File: config.mk
export PLATFORM = sky130hd
export DESIGN_NAME = ram_read_port_arbiter
export DESIGN_NICKNAME = d
export VERILOG_FILES = /design/src/rtl/ram_read_port_arbiter.sv
export SDC_FILE = /design/constraint.sdc
export NUM_CORES = 1
export LEC_CHECK = 0
export CORE_ASPECT_RATIO = 0.75
export CORE_UTILIZATION = 27
export CTS_BUF_LIST = sky130_fd_sc_hd__clkbuf_2 sky130_fd_sc_hd__clkbuf_4 sky130_fd_sc_hd__clkbuf_8
export DETAILED_ROUTE_END_ITERATION = 16
export PLACE_DENSITY = 0.76
export SYNTH_ARGS = -nofsm -noshare
export SYNTH_HDL_FRONTEND = slang
export SYNTH_SLANG_ARGS = --single-unit
export TNS_END_PERCENT = 100
File: constraint.sdc
create_clock -name Clock -period 2.52 [get_ports Clock]
set_input_delay 0.756 -clock Clock [delete_from_list [all_inputs] [get_ports Clock]]
set_output_delay 0.756 -clock Clock [all_outputs]
set_load 0.1 [all_outputs]
File: src/rtl/ram_read_port_arbiter.sv
// rtl/ram_read_port_arbiter.sv - round-robin arbiter sharing one registered RAM read port between two clients
module ram_read_port_arbiter #(
  parameter int DATA_WIDTH = 16,
  parameter int ADDR_WIDTH = 8,
  parameter int MAX_ADDR   = 8
) (
  input  logic                  Clock,
  input  logic                  Reset,
  input  logic                  iEnable,
  input  logic                  iReq0,
  input  logic [ADDR_WIDTH-1:0] iAddr0,
  output logic                  oGnt0,
  output logic                  oValid0,
  input  logic                  iReq1,
  input  logic [ADDR_WIDTH-1:0] iAddr1,
  output logic                  oGnt1,
  output logic                  oValid1,
  output logic [DATA_WIDTH-1:0] oData,
  output logic                  oErr,
  output logic [ADDR_WIDTH-1:0] oRamReadAddress,
  input  logic [DATA_WIDTH-1:0] iRamData
);

  localparam logic [ADDR_WIDTH-1:0] MAX_A = ADDR_WIDTH'(MAX_ADDR);

  // RDx means the RAM output in this cycle belongs to requester x
  typedef enum logic [1:0] {IDLE, RD0, RD1} state_t;

  state_t                  rState, nState;
  logic                    rPtr, nPtr;
  logic                    rErr, nErr;
  logic [ADDR_WIDTH-1:0]   rLastAddr, nLastAddr;
  logic [ADDR_WIDTH-1:0]   sel_addr;
  logic                    sel_bad;
  logic                    arb_ok;

  // State, priority pointer, error flag and last driven RAM address
  always_ff @(posedge Clock or posedge Reset) begin
    if (Reset) begin
      rState    <= IDLE;
      rPtr      <= 1'b0;
      rErr      <= 1'b0;
      rLastAddr <= '0;
    end else begin
      rState    <= nState;
      rPtr      <= nPtr;
      rErr      <= nErr;
      rLastAddr <= nLastAddr;
    end
  end

  // Grant decision, next state and the address presented to the RAM this cycle
  always_comb begin
    oGnt0     = 1'b0;
    oGnt1     = 1'b0;
    nState    = IDLE;
    nPtr      = rPtr;
    nErr      = 1'b0;
    nLastAddr = rLastAddr;
    sel_addr  = '0;
    sel_bad   = 1'b0;
    arb_ok    = iEnable && !Reset;

    // a lone request wins outright; rPtr only breaks ties
    if (arb_ok) begin
      if (iReq0 && (!iReq1 || !rPtr)) begin
        oGnt0 = 1'b1;
      end else if (iReq1) begin
        oGnt1 = 1'b1;
      end
    end

    if (oGnt0) begin
      sel_addr = iAddr0;
      nState   = RD0;
      nPtr     = 1'b1;
    end else if (oGnt1) begin
      sel_addr = iAddr1;
      nState   = RD1;
      nPtr     = 1'b0;
    end

    // out-of-range reads still take a slot but park the RAM on address 0
    if (oGnt0 || oGnt1) begin
      sel_bad   = sel_addr > MAX_A;
      nErr      = sel_bad;
      nLastAddr = sel_bad ? '0 : sel_addr;
    end
  end

  // Without a grant the RAM keeps seeing the previously driven address
  assign oRamReadAddress = nLastAddr;

  // Result side: the registered RAM word is passed through in the cycle after the grant
  assign oValid0 = (rState == RD0);
  assign oValid1 = (rState == RD1);
  assign oErr    = (rState != IDLE) && rErr;
  assign oData   = ((rState != IDLE) && !rErr) ? iRamData : '0;

endmodule

### Word level (Yosys, flattened, before mapping)

Index checks and enable logic that the tools add are counted.

* register bits after elaboration: 12
* input port bits: 37
* output and inout bits: 29
* logic and storage cells: 34

* mux-type cells: 15
* reduce and logical (&&, ||, !) cells: 12
* order comparisons: 1
* equality and inequality tests: 2

Operators with widths (number)
* 8-bit 2-to-1 mux: 4
* 16-bit 2-to-1 mux: 1
* 8-bit by 4-bit greater-than comparator with 1-bit output, second input constant: 1
* 1-bit 2-to-1 mux: 8
* 1-bit logical AND: 4
* 1-bit logical NOT: 4
* 2-bit 2-to-1 mux: 2
* 2-bit nonzero test: 2
* 2-bit by 1-bit == test with 1-bit output, second input constant: 1
* 2-bit == test, second input constant: 1
* 1-bit logical OR: 2

### Logic depth before layout (Yosys ltp)

* depth after elaboration: 10
* gate-level depth with buffers: 5
* depth with buffers taken out: 4

### Least setup slack after synthesis

OpenSTA, ideal clock, no wires.

* path type: input -> output
* from: in Reset
* to: out oRamReadAddress[0]
* stages on the path: 4
* arrival: 4397 ps
* data required time: 1764 ps
* setup slack: -2633 ps
* buffers on the path: 0
* cell sequence: and3b_1 -> a21boi_2 -> a222oi_1 -> nor3_1

* elaborated cells between the ends (all ways): 10

RTL lines
* start, declared: line 8 `input logic Reset,`
* 1-bit logical NOT (*): line 62 `arb_ok = iEnable && !Reset;`
* 1-bit logical AND (*): line 62
* 1-bit 2-to-1 mux (*): line 65 `if (arb_ok) begin`
* net oGnt0: line 12 `output logic oGnt0,`
* 8-bit 2-to-1 mux: line 73 `if (oGnt0) begin`
* 8-bit by 4-bit greater-than comparator with 1-bit output: line 85 `sel_bad = sel_addr > MAX_A;`
* 8-bit 2-to-1 mux: line 87 `nLastAddr = sel_bad ? '0 : sel_addr;`
* 8-bit 2-to-1 mux (*): line 84 `if (oGnt0 || oGnt1) begin`
* end, declared: line 20 `output logic [ADDR_WIDTH-1:0] oRamReadAddress,`

The timed path passes the listed nets; every way through them passes the cells marked *.

### Worst setup path in the final report

* from: in iAddr0[4]
* to: out oRamReadAddress[3]

* word-level cells in the longest chain between the ends: 4

RTL lines
* start, declared: line 11 `input logic [ADDR_WIDTH-1:0] iAddr0,`
* 8-bit 2-to-1 mux: line 73
* 8-bit by 4-bit greater-than comparator with 1-bit output: line 85
* 8-bit 2-to-1 mux: line 87
* 8-bit 2-to-1 mux: line 84

No other way between the ends.

==> summary.md <==
| Metric | Value |
|---|---|
| Status | finished, violations left |
| Violations in the final reports | setup timing |
| GRT Overall Usage | 0.211 |
| Critical Path, Cell by Cell | buf_6 -> or4_4 -> a22o_4 -> a221oi_4 -> buf_12 |
| Final hold violation count | 0 |
| H-tree Lvls | 1 |
| Startpoint Class | input pin |
| Fin nets | 193 |
| Arr. time, crit path | 2.17 ns |
| Die Area | 2760 um^2 |
| Synth Warn # | 0 |
| Dpl cells | 177 |
| Slew Limit Headroom | 0.670 |
| Post-Syn Area per Cell | 9.97 um^2 |
| Final setup violation count | 4 |
| Slew Viols, Final | 0 |
| First-pass GRT wire length | 4.12 mm |
| Gpl congestion | 0.776 |
| Io pins | 66 |
| Slowest stage cell, crit path | or4_4 |
| CTS max path bufs | 2 |
| Fin worst setup slack | -0.405 ns |
| Layout cells sized above 1 | 0.555 |
| Worst-Margin Slew | 0.495 ns |
| TNS Setup | -1.34 ns |
| Sum of buffers and inverters on the critical path | 2 |
| Yosys cell types | 24 |
| Final min period | 2.92 ns |
| Final WL | 2.80 mm |
| Non-filler cells, final | 189 |
| FP Rows | 15 |
| Static Leakage | 0.000851 uW |
| Sequential cell area | 300 um^2 |
| Area of the multi-input gates | 480 um^2 |
| HP Class | in -> async |
| Inserted Diodes | 0 |
| Initial antenna violation count | 0 |
| Initial Util | 0.293 |
| Max-cap violations | 0 |
| Clock transition at path regs | 0.08 ns |
| IO buf count | 65 |
| Post-route cell area | 1870 um^2 |
| Worst path max stage delay | 0.52 ns |
| Final Skew | 0.00254 ns |
| Vias in the first global route | 887 |
| Pin count of the biggest net entering global routing | 17 |
| Mapped cell area | 688 um^2 |
| Crit Path Class | in -> out |
| DR pass1 iterations | 4 |
| Fillers | 142 |
| Wire per inst | 14.8 um |
| Placed Area | 1770 um^2 |
| Final period util | 1.16 |
| Mapped Cells | 69 |
| ANT nets after route | 0 |
| Clk sinks | 12 |
| CTS tree | built |
| Max Clk Rate | 0.342 GHz |
| Max VDD drop | 0.292 mV |
| Data required time at the worst endpoint | 1.76 ns |
| Die extent in y | 45.7 um |
| DRC violations left | 0 |
| Detailed Route Iter0 Violations | 22 |
| CP Capture Type | output port |
| Maximum fanout along the worst path | 5 |
| Fin util | 0.797 |
| Vias post-DR | 895 |
| Clock latency on the worst-skew pair | 0.27 ns |
| Avg Vias per Cell | 4.74 |
| CP delay by family, top | compound AO/OA/AOI/OAI gates |
| Unrepaired setup endpoints after global routing | true |
| Global route total overflow | 0 |
| Layout overhead on the synthesized area | 172% |
| Core ar. | 2350 um^2 |
| Seq/Total Area, Yosys | 0.436 |
| Minimum hold slack | 0.500 ns |
| Post-DP HPWL | 2.17 mm |
| Root Buffer | clkbuf_4 |
| CTS buffer count | 3 |
| Synthesized flop and latch total | 12 |
| Net Count, Synth | 106 |
| Power Density | 441 nW/um^2 |
| Die width | 60.3 um |
-- worst paths after layout --
path / from / end / slack [ns] / depth (start not counted)
min: Reset / rLastAddr[3] / 0.50 / 3
min in group Clock: rLastAddr[5] / rLastAddr[5] / 0.50 / 1
min reg2reg: rLastAddr[5] / rLastAddr[5] / 0.50 / 1
max: iAddr0[4] / oRamReadAddress[3] / -0.40 / 5
max reg2reg: rPtr / rLastAddr[2] / 0.62 / 7
max in group asynchronous: Reset / rState[0] / 1.87 / 3
-- Yosys cell counts --
library cell  instances  area [um^2]
and2_1               22          138
dfrtp_1              12          300
nor3_1                4         20.0
a222oi_1              3         30.0
nor2_1                3         11.3
nor2b_1               3         18.8
a22oi_1               2         15.0
and3b_1               2         17.5
nand3_1               2         10.0
or4_4                 2         22.5
a21boi_0              1         7.51
a21boi_2              1         11.3
a21oi_1               1         5.00
a221oi_2              1         15.0
a22o_4                1         17.5
buf_2                 1         5.00
clkbuf_1              1         3.75
inv_1                 1         3.75
nand2_1               1         3.75
nand2b_1              1         6.26
nand4_1               1         6.26
o211ai_1              1         7.51
or2_1                 1         6.26
or3_1                 1         6.26
-- timing repair --
action	CTS	global route
setup buffers	8	2
hold buffers	0	0
pin swaps	15	11
resized for setup	58	11
endpoints found under the setup margin	10	25
-- where the power goes --
part	internal, uW	switching [uW]
registers	207	14.2
clock network	87.8	64.4
logic	186	266
-- cell usage in the layout, fill, tap and decap left out --
cell type and instances:
a21boi_2 1, a21boi_4 1, a21oi_1 1, a221oi_4 1, a222oi_1 3, a22o_4 1
a22oi_2 2, and2_1 17, and2_4 5, and3b_2 2, buf_12 26, buf_2 6
buf_4 20, buf_6 4, clkbuf_2 4, clkbuf_4 3, clkbuf_8 1, clkdlybuf4s15_1 3
clkdlybuf4s50_1 16, dfrtp_1 12, dlygate4sd2_1 3, dlymetal6s2s_1 2, inv_1 1, nand2_1 1
nand2b_1 1, nand3_1 1, nand3_2 1, nand4_1 1, nor2_1 2, nor2_2 1
nor2b_1 3, nor3_4 4, o211ai_1 1, or2_1 1, or3_4 1, or4_4 2
-- layer usage --
layer	up-vias	GRT usage	share of wire
met5	-	0	0
met4	0	0.0419	0
met3	0	0.0625	0.093
met2	47	0.391	0.53
met1	428	0.242	0.38
li1	420	-	-
-- metrics by stage --
| step | setup slack, ns | total power [uW] |
|---|---|---|
| global route | -0.439 | 856 |
| floorplan | -1.01 | 474 |
| global placement | -0.753 | 654 |
| detailed placement | -0.814 | 660 |
| CTS | -0.401 | 821 |
| finish | -0.405 | 825 |
-- layout make-up --
type                            count  share of cell area
Inverter                            1             0.00201
Sequential cell                    12               0.161
Tap cell                           34              0.0227
Timing Repair Buffer               84               0.538
Multi-Input combinational cell     54               0.257
Clock buffer                        4              0.0194
-- sequential cells by signal, summed over array words and instances, names as in the netlist --
register	flops
rLastAddr	8
rErr	1
rPtr	1
rState	2
-- tightest hold or removal path, delay by kind of cell --
kind / cells / cell delay [ns]
buf+inv: 3 / 0.37
-- cells by family (layout without fill, tap and decap cells) --
logic type             Yosys count  count (layout)  share of synthesized area
AOI/OAI and AO/OA               11              11                      0.158
buffers and inverters            3              89                     0.0182
DFF                             12              12                      0.436
and+or+nand+nor                 43              43                      0.387
Power figures use the tool's default switching activity.
